--- config.mk ---
export PLATFORM = sky130hd
export DESIGN_NAME = zynq_axil_csr_responder
export DESIGN_NICKNAME = d
export VERILOG_FILES = /design/src/rtl/zynq_axil_csr_responder.sv
export SDC_FILE = /design/constraint.sdc
export NUM_CORES = 1
export LEC_CHECK = 0
export ABC_AREA = 1
export CAP_MARGIN = 20
export CORE_AREA = 4 4 192 194
export DETAILED_ROUTE_END_ITERATION = 6
export DIE_AREA = 0 0 196 198
export DONT_BUFFER_PORTS = 1
export PLACE_DENSITY_LB_ADDON = 0.3
export SLEW_MARGIN = 20
export SYNTH_ARGS = -nofsm -noshare
export SYNTH_HDL_FRONTEND = slang
export SYNTH_SLANG_ARGS = --single-unit
export TNS_END_PERCENT = 5
--- constraint.sdc ---
create_clock -name clk_i -period 9.53 [get_ports clk_i]
set_clock_uncertainty 0.15 [all_clocks]
set_input_delay 1.4295 -clock clk_i [delete_from_list [all_inputs] [get_ports clk_i]]
set_output_delay 1.4295 -clock clk_i [all_outputs]
set_load 0.01 [all_outputs]
--- src/rtl/zynq_axil_csr_responder.sv ---
// AXI4-Lite subordinate terminating a GP port: a bank of RW control registers
// plus read-only status words, one outstanding write and one outstanding read.
module zynq_axil_csr_responder #(
  parameter int addr_width_p = 10,
  parameter int data_width_p = 32,
  parameter int num_rw_p     = 8,
  parameter int num_ro_p     = 4
) (
  input  logic                             clk_i,
  input  logic                             reset_i,
  input  logic [addr_width_p-1:0]          awaddr_i,
  input  logic [2:0]                       awprot_i,
  input  logic                             awvalid_i,
  output logic                             awready_o,
  input  logic [data_width_p-1:0]          wdata_i,
  input  logic [data_width_p/8-1:0]        wstrb_i,
  input  logic                             wvalid_i,
  output logic                             wready_o,
  output logic [1:0]                       bresp_o,
  output logic                             bvalid_o,
  input  logic                             bready_i,
  input  logic [addr_width_p-1:0]          araddr_i,
  input  logic [2:0]                       arprot_i,
  input  logic                             arvalid_i,
  output logic                             arready_o,
  output logic [data_width_p-1:0]          rdata_o,
  output logic [1:0]                       rresp_o,
  output logic                             rvalid_o,
  input  logic                             rready_i,
  output logic [num_rw_p*data_width_p-1:0] csr_data_o,
  output logic [num_rw_p-1:0]              csr_w_v_o,
  input  logic [num_ro_p*data_width_p-1:0] status_i
);
  localparam int strb_w_lp = data_width_p / 8;
  localparam int off_w_lp  = $clog2(strb_w_lp);
  localparam int idx_w_lp  = addr_width_p - off_w_lp;
  localparam logic [1:0] resp_okay_lp   = 2'b00;
  localparam logic [1:0] resp_slverr_lp = 2'b10;

  logic [data_width_p-1:0] regs_q [num_rw_p];
  logic [data_width_p-1:0] regs_d [num_rw_p];
  logic                    aw_full_q, aw_full_d, w_full_q, w_full_d;
  logic [addr_width_p-1:0] awaddr_q, awaddr_d;
  logic [data_width_p-1:0] wdata_q, wdata_d;
  logic [strb_w_lp-1:0]    wstrb_q, wstrb_d;
  logic                    bvalid_q, bvalid_d, rvalid_q, rvalid_d;
  logic [1:0]              bresp_q, bresp_d, rresp_q, rresp_d;
  logic [data_width_p-1:0] rdata_q, rdata_d;
  logic [num_rw_p-1:0]     wv_q, wv_d;

  logic                    aw_hs, w_hs, ar_hs, commit;
  logic [addr_width_p-1:0] c_addr;
  logic [data_width_p-1:0] c_data;
  logic [strb_w_lp-1:0]    c_strb;
  logic [idx_w_lp-1:0]     c_idx, r_idx;

  function automatic logic [data_width_p-1:0] merge_bytes(
    input logic [data_width_p-1:0] old_val,
    input logic [data_width_p-1:0] new_val,
    input logic [strb_w_lp-1:0]    strb);
    logic [data_width_p-1:0] res;
    res = old_val;
    for (int b = 0; b < strb_w_lp; b++)
      if (strb[b]) res[b*8 +: 8] = new_val[b*8 +: 8];
    return res;
  endfunction

  assign awready_o = ~aw_full_q & ~bvalid_q & ~reset_i;
  assign wready_o  = ~w_full_q & ~bvalid_q & ~reset_i;
  assign arready_o = ~rvalid_q & ~reset_i;
  assign aw_hs     = awvalid_i & awready_o;
  assign w_hs      = wvalid_i & wready_o;
  assign ar_hs     = arvalid_i & arready_o;

  // A same-cycle handshake counts as captured, so commit can bypass the flags
  assign commit = (aw_full_q | aw_hs) & (w_full_q | w_hs);
  assign c_addr = aw_full_q ? awaddr_q : awaddr_i;
  assign c_data = w_full_q ? wdata_q : wdata_i;
  assign c_strb = w_full_q ? wstrb_q : wstrb_i;
  assign c_idx  = c_addr[addr_width_p-1:off_w_lp];
  assign r_idx  = araddr_i[addr_width_p-1:off_w_lp];

  always_comb begin
    regs_d    = regs_q;
    aw_full_d = aw_full_q | aw_hs;
    awaddr_d  = aw_hs ? awaddr_i : awaddr_q;
    w_full_d  = w_full_q | w_hs;
    wdata_d   = w_hs ? wdata_i : wdata_q;
    wstrb_d   = w_hs ? wstrb_i : wstrb_q;
    bvalid_d  = bvalid_q & ~bready_i;
    bresp_d   = bresp_q;
    wv_d      = '0;
    if (commit) begin
      aw_full_d = 1'b0;
      w_full_d  = 1'b0;
      bvalid_d  = 1'b1;
      bresp_d   = resp_slverr_lp;
      for (int k = 0; k < num_rw_p; k++) begin
        if (c_idx == idx_w_lp'(k)) begin
          bresp_d   = resp_okay_lp;
          wv_d[k]   = 1'b1;
          regs_d[k] = merge_bytes(regs_q[k], c_data, c_strb);
        end
      end
    end
    rvalid_d = rvalid_q & ~rready_i;
    rdata_d  = rdata_q;
    rresp_d  = rresp_q;
    // Reads see regs_q, i.e. the value before any write committing this edge
    if (ar_hs) begin
      rvalid_d = 1'b1;
      rdata_d  = '0;
      rresp_d  = resp_slverr_lp;
      for (int k = 0; k < num_rw_p; k++) begin
        if (r_idx == idx_w_lp'(k)) begin
          rdata_d = regs_q[k];
          rresp_d = resp_okay_lp;
        end
      end
      for (int j = 0; j < num_ro_p; j++) begin
        if (r_idx == idx_w_lp'(num_rw_p + j)) begin
          rdata_d = status_i[j*data_width_p +: data_width_p];
          rresp_d = resp_okay_lp;
        end
      end
    end
  end

  always_ff @(posedge clk_i) begin
    if (reset_i) begin
      for (int k = 0; k < num_rw_p; k++) regs_q[k] <= '0;
      aw_full_q <= 1'b0;
      w_full_q  <= 1'b0;
      bvalid_q  <= 1'b0;
      bresp_q   <= 2'b00;
      rvalid_q  <= 1'b0;
      rresp_q   <= 2'b00;
      rdata_q   <= '0;
      wv_q      <= '0;
    end else begin
      regs_q    <= regs_d;
      aw_full_q <= aw_full_d;
      w_full_q  <= w_full_d;
      bvalid_q  <= bvalid_d;
      bresp_q   <= bresp_d;
      rvalid_q  <= rvalid_d;
      rresp_q   <= rresp_d;
      rdata_q   <= rdata_d;
      wv_q      <= wv_d;
    end
  end

  // Capture payloads are qualified by the flags, so they need no reset
  always_ff @(posedge clk_i) begin
    awaddr_q <= awaddr_d;
    wdata_q  <= wdata_d;
    wstrb_q  <= wstrb_d;
  end

  for (genvar k = 0; k < num_rw_p; k++) begin : g_csr
    assign csr_data_o[k*data_width_p +: data_width_p] = regs_q[k];
  end

  assign bvalid_o  = bvalid_q;
  assign bresp_o   = bresp_q;
  assign rvalid_o  = rvalid_q;
  assign rresp_o   = rresp_q;
  assign rdata_o   = rdata_q;
  assign csr_w_v_o = wv_q;

  logic unused_bits;
  assign unused_bits = ^{awprot_i, arprot_i, c_addr[off_w_lp-1:0], araddr_i[off_w_lp-1:0]};

`ifndef SYNTHESIS
  assert property (@(posedge clk_i) disable iff (reset_i)
    (bvalid_o && !bready_i) |=> (bvalid_o && $stable(bresp_o)));
  assert property (@(posedge clk_i) disable iff (reset_i)
    (rvalid_o && !rready_i) |=> (rvalid_o && $stable(rdata_o) && $stable(rresp_o)));
  assert property (@(posedge clk_i) (data_width_p == 32) || (data_width_p == 64));
`endif
endmodule
==> results_dict.tcl, run 1 <==
set metrics [dict create \
    timing.slew.headroom_pct 27.0 \
    cp_max_fo 158 \
    synth.largest_area_cell "dfxtp_1" \
    worst_pin_slew_ns 1.10 \
    fill_cells 3519 \
    maxCapViolations 0 \
    ys_types 38 \
    p_int_uw 2430 \
    synth_cells 2212 \
    synth_edf_count 44 \
    clk_path_buf_depth 3 \
    p_switching_uw 806 \
    hpwl_um 48000 \
    combPwrFrac_pct 5.6 \
    postPlaceCellArea_sq_mm 0.0159 \
    root_buffer "clkbuf_16" \
    die_y_um 198 \
    vias 15498 \
    wire_per_inst_um 24.5 \
    path_class "primary input to flip-flop" \
    grt_pass1_wl_um 93400 \
    grt_setup_unrepaired "no" \
    synth_flop_cell "dfxtp_1" \
    first_iter_violations 1649 \
    die-area_sq_mm 0.0388 \
    max_freq_ghz 0.207 \
    clkSlewWorstSetupHoldPaths_ns 0.06 \
    syn_area_per_cell_sq_um 7.14 \
    fin_ws_ns 4.69 \
    wl_um 64300 \
    hold_class "flip-flop to flip-flop" \
    critical_path_required_ns 9.81 \
    io_pins 502 \
    synth_warnings 0 \
    nNetsFinal 2326 \
    coreArea_sq_mm 0.0352 \
    whs_ns 0.361 \
    sequentialPowerShare_pct 46.3 \
    holdPathStages 2 \
    hold_viol_final 0 \
    r2r_cells 11 \
    endpoint_kind "flip-flop" \
    drive_above_1_share_pct 5.42 \
    crit_arrival_ns 5.12 \
    status "finished, final reports clean" \
    clock_latency_ns 0.58 \
    first_global_vias 14269 \
    leakage_uw 0.00615 \
    hold_buffers 0 \
    power_density_mw_per_mm2 188 \
    ant_nets 0 \
    start_util_pct 44.8 \
    r2r-start "bvalid_o" \
    min_from "rdata_o[17]" \
    final_area_sq_mm 0.0173 \
    dp.cells 2548 \
    area_growth_pct 9.26 \
    port_buffers 0 \
    vias_per_cell 5.90 \
    drc 0 \
    stdcell_count 2627 \
    seq_area_frac_synth_pct 46.6 \
    period_share_pct 50.8 \
    drt_pass1_iterations 5 \
    synthArstFlopShare_pct 0 \
    gr-usage-all-layers_pct 31.2 \
    place_ws_ns 4.29 \
    tns_ns 0 \
    yosys-top-cells-count "nand2_1, a21oi_1, dfxtp_1" \
    overflow 0 \
    clkPwrFrac_pct 48.1 \
    antenna_found_initial 10 \
    hold_path_end "rdata_o[17]" \
    drv_slew 0 \
    netlist_area_sq_mm 0.0158 \
    ys_ff_latch 346 \
    final.min_clock_period_ns 4.84 \
    synthTopCellsByArea "dfxtp_1, nand2_1, a21oi_1" \
    synth_top_cell_area_share_pct 38.3 \
    cts-resized-gates 0 \
    cts.sinks 346 \
    grt_max_degree 159 \
    fp.dieW_um 196 \
    cts_tree "yes" \
    row_count 69 \
    synth.most_common_cell "nand2_1" \
    r2r-end "csr_data_o[253]" \
    cts.htree.levels 2 \
    rrSetupSlack_ns 5.58 \
    cts_setup_buffers 0 \
    ir_drop_mv 0.148 \
    finalSetupViolations 0 \
    gp_congestion 0.915 \
    critPathLaunchType "primary input" \
    p_sw_share_pct 24.9 \
    numCtsBuffers 40 \
]
## logic make-up (layout without fill, tap and decap cells)
group,count (synthesis),in the layout,synth area share [%]
AND/OR/NAND/NOR,1004,1004,27.4
buffers and inverters,315,262,8.21
AO/OA/AOI/OAI,546,546,17.7
other,1,8,0.0237
flip-flops,346,346,46.6
## power groups by stage
stage          sequential, uW  combinational (uW)  clock [uW]
3_5_place_dp             1530                 175           0
3_3_place_gp             1530                 172           0
2_1_floorplan            1530                 126           0
5_1_grt                  1500                 196        1630
6_report                 1500                 180        1560
4_1_cts                  1500                 176        1570
## sequential cells by signal, summed over array words and instances (netlist names)
register,count
csr_data_o,256
rdata_o,32
wdata_q,32
awaddr_q,8
csr_w_v_o,8
wstrb_q,4
aw_full_q,1
bresp_o,1
bvalid_o,1
rresp_o,1
rvalid_o,1
w_full_q,1
## per-stage QoR
step	power, uW	utilization, %
2_1_floorplan	1660	-
3_3_place_gp	1700	45.1
3_5_place_dp	1710	45.2
4_1_cts	3250	49.0
5_1_grt	3330	49.0
6_report	3240	49.0
## cell usage in the layout, fill, tap and decap left out, drive strengths merged, types with 2 or more instances in the layout
cell / instances
nand2: 518
a21oi: 330
dfxtp: 302
nand3: 206
nor2: 194
o21ai: 192
inv: 169
clkbuf: 61
nand4: 50
edfxtp: 44
nor3: 28
buf: 20
o22ai: 12
clkinv: 9
diode: 6
a31oi: 5
or2: 5
a211oi: 2
a221oi: 2
conb: 2
bufinv: 2
nor3b: 2
## area by class of cell
cell class / instances / area (sq um) / area share [%]
Antenna cell: 6 / 15.0 / 0.0870
Clock buffer: 61 / 1170 / 6.79
Clock inverter: 12 / 146 / 0.848
Inverter: 169 / 636 / 3.68
Multi-Input combinational cell: 1552 / 7180 / 41.6
Sequential cell: 346 / 7370 / 42.7
Tap cell: 461 / 577 / 3.34
Timing Repair Buffer: 20 / 170 / 0.986
## critical path: stages
cell and delay [ns]:
clkinv_2 0.32, nand2_2 0.18, nor3b_2 0.65, nor2_1 0.11
nor2_2 0.32, inv_2 0.17, a21oi_4 0.57, buf_4 0.43
nand2_1 0.39, o21ai_0 0.32, a21oi_1 0.08
## how the worst max path moves through the flow
stage                      end  slack, ns     from  cells past startpoint
2_1_floorplan   csr_data_o[94]       5.04  reset_i                     12
3_3_place_gp   csr_data_o[255]       4.45  reset_i                     11
3_5_place_dp   csr_data_o[255]       4.29  reset_i                     11
4_1_cts        csr_data_o[253]       4.85  reset_i                     11
5_1_grt        csr_data_o[253]       4.36  reset_i                     11
6_report       csr_data_o[253]       4.69  reset_i                     11
## metal layers
| layer | vias to the layer above | track usage (%) | wire [um] |
|---|---|---|---|
| met4 | 2 | 11.7 | 2450 |
| met1 | 7249 | 40.7 | 25400 |
| met2 | 892 | 48.0 | 28600 |
| met3 | 133 | 11.1 | 7880 |
| met5 | - | 0 | 13 |
| li1 | 7222 | - | - |
No activity file was read; power rests on OpenSTA's default activity.
==> run 2, diff against run 1 <==
--- a/config.mk
+++ b/config.mk
@@ -5,7 +5,7 @@
 export SDC_FILE = /design/constraint.sdc
 export NUM_CORES = 1
 export LEC_CHECK = 0
-export ABC_AREA = 1
+export ABC_AREA = 0
 export CAP_MARGIN = 20
 export CORE_AREA = 4 4 192 194
 export DETAILED_ROUTE_END_ITERATION = 6
==> constraint.sdc (replaced) <==
create_clock -name clk_i -period 4.6 [get_ports clk_i]
set_clock_uncertainty 0.15 [all_clocks]
set_input_delay 0.69 -clock clk_i [delete_from_list [all_inputs] [get_ports clk_i]]
set_output_delay 0.69 -clock clk_i [all_outputs]
set_load 0.01 [all_outputs]
==> run 2 against run 1 <==
  * Synthesized area grew 4.6%
  * Worst hold slack got worse by 0.28 ns
  * Worst setup slack got worse by 3.3 ns
  * First-iteration DRC count down 20%
  * Core utilization increased by 1.9 points
  * Synthesized cell count fell by 20%
  * Via count decreased by 7.0%
  * Critical endpoint is now csr_data_o[207]
  * Largest cell class is now multi-input gates
==> results_dict.tcl, run 2 <==
set metrics [dict create \
    status "finished, final reports clean" \
    wire_per_inst_um 30.9 \
    final_cell_mix "dfxtp_1, nor2_1, a211oi_1, a21oi_1, o21ai_0" \
    clk_path_buf_depth 3 \
    worstPathCellList "buf_4, o221ai_4, nor4_4, nor2_1, a211oi_1" \
    start_util_pct 46.9 \
    root_buffer "clkbuf_16" \
    grt_use_met2_pct 49.4 \
    first_iter_violations 1316 \
    holdPathStages 1 \
    cts-resized-gates 0 \
    leakage_uw 0.00538 \
    final.min_clock_period_ns 3.19 \
    cpPeakStageDelay_ns 0.91 \
    synth_edf_count 44 \
    crit_buf_inv 1 \
    synth_warnings 0 \
    grt_setup_unrepaired "no" \
    first_global_vias 13430 \
    synth_flop_cell "dfxtp_1" \
    place_ws_ns 1.10 \
    cts_tree "yes" \
    synth.largest_area_cell "dfxtp_1" \
    ys_ff_latch 346 \
    clkSlewWorstSetupHoldPaths_ns 0.06 \
    maxCapViolations 0 \
    netlist_area_sq_mm 0.0165 \
    die-area_sq_mm 0.0388 \
    io_pins 502 \
    clock_latency_ns 0.54 \
    worst_pin_slew_ns 1.23 \
    synth.most_common_cell "dfxtp_1" \
    path_depth 5 \
    row_count 69 \
    drive_above_1_share_pct 10.1 \
    port_buffers 0 \
    ant_nets 0 \
    hold_class "primary input to flip-flop" \
    hold_buffers 0 \
    crit_family "simple AND/OR/NAND/NOR gates" \
    endpoint_kind "flip-flop" \
    drv_slew 0 \
    synthTopCellsByArea "dfxtp_1, a211oi_1, edfxtp_1" \
    synth_cells 1759 \
    numCtsBuffers 40 \
    ys_types 60 \
    path_class "flip-flop to flip-flop" \
    vias_per_cell 6.72 \
    vias 14415 \
    gp_congestion 0.966 \
    max_freq_ghz 0.313 \
    yosys-top-cells-count "dfxtp_1, nor2_1, a211oi_1" \
    finalSetupViolations 0 \
    critical_path_required_ns 4.88 \
    gr-usage-all-layers_pct 32.2 \
    nNetsFinal 1846 \
    slowest_stage "dfxtp_2" \
    die_y_um 198 \
    cp_max_fo 26 \
    grt_max_degree 266 \
    cts.htree.levels 2 \
    layout_commonest_cell "dfxtp_1" \
    wl_um 66300 \
    period_share_pct 69.4 \
    cts.sinks 346 \
    cts_setup_buffers 0 \
    syn_area_per_cell_sq_um 9.40 \
    tns_ns 0 \
    synthArstFlopShare_pct 0 \
    drt_pass1_iterations 5 \
    crit_arrival_ns 3.47 \
    fp.dieW_um 196 \
    met1_usage_pct 42.0 \
    overflow 0 \
    coreArea_sq_mm 0.0352 \
    fin_ws_ns 1.41 \
    grt_util_met3_pct 11.4 \
    seq_area_frac_synth_pct 44.6 \
    ir_drop_mv 0.427 \
    area_growth_pct 8.40 \
    hold_viol_final 0 \
    grt_pass1_wl_um 94900 \
    grt.busiest_layer "met2" \
    r2r_cells 5 \
    critPathLaunchType "flip-flop" \
    drc 0 \
    synth_top_cell_area_share_pct 36.6 \
    antenna_found_initial 8 \
    largest_reg_flops 256 \
    timing.slew.headroom_pct 15.9 \
    power_density_mw_per_mm2 392 \
    hpwl_um 47600 \
]
==> run 2: final cells by class <==
type | instances | area [sq um]
timing repair buffer | 17 | 128
clock inverter | 12 | 174
clock buffer | 59 | 1220
sequential | 346 | 7370
tap | 461 | 577
inverter | 21 | 80.1
multi-input combinational | 1223 | 8350
antenna | 7 | 17.5
fill | 3250 | 17300
==> run 2: worst reg2reg max path, stage by stage, from the launching register on <==
cell and delay [ns]:
dfxtp_2 0.91, buf_4 0.46, o221ai_4 0.34, nor4_4 0.86
nor2_1 0.10, a211oi_1 0.27
==> run 2: metrics by stage <==
stage	power [uW]	area [sq um]	std cells	hold WS [ns]	utilization, %
after CTS	7040	17900	2138	0.0602	50.8
after global routing	7200	17900	2145	0.0497	50.9
after detailed placement	3700	16500	2067	0.399	46.8
after floorplan	3610	16500	1760	0.341	-
after global placement	3690	16500	2067	0.390	46.8
final	7020	17900	2146	0.0777	50.9
==> run 2: cell families (layout without fill, tap and decap cells) <==
family / count (synthesis) / in the layout / synth area share [%]
buffers and inverters: 191 / 109 / 5.35
other: 1 / 9 / 0.0227
multiplexers: 81 / 81 / 5.38
AND/OR/NAND/NOR: 531 / 531 / 18.0
AO/OA/AOI/OAI: 609 / 609 / 26.7
flip-flops: 346 / 346 / 44.6
==> run 2: path summary, 6_finish.rpt <==
check | start | slack (ns) | to
worst max-delay path | w_full_q | 1.41 | csr_data_o[207]
worst min-delay path | reset_i | 0.08 | bvalid_o
worst max register to register | w_full_q | 1.41 | csr_data_o[207]
worst min register to register | csr_data_o[8] | 0.41 | csr_data_o[8]
==> run 2: metal layers <==
metal  up-vias  wire length [um]
met4         2              2780
met3       157              7610
met5         -                11
li1       6464                 -
met1      6947             26300
met2       845             29600
==> run 2: where the power goes <==
part	switching [uW]	internal, uW
combinational	357	142
clock	1310	2060
sequential	48.2	3100
total	1710	5300
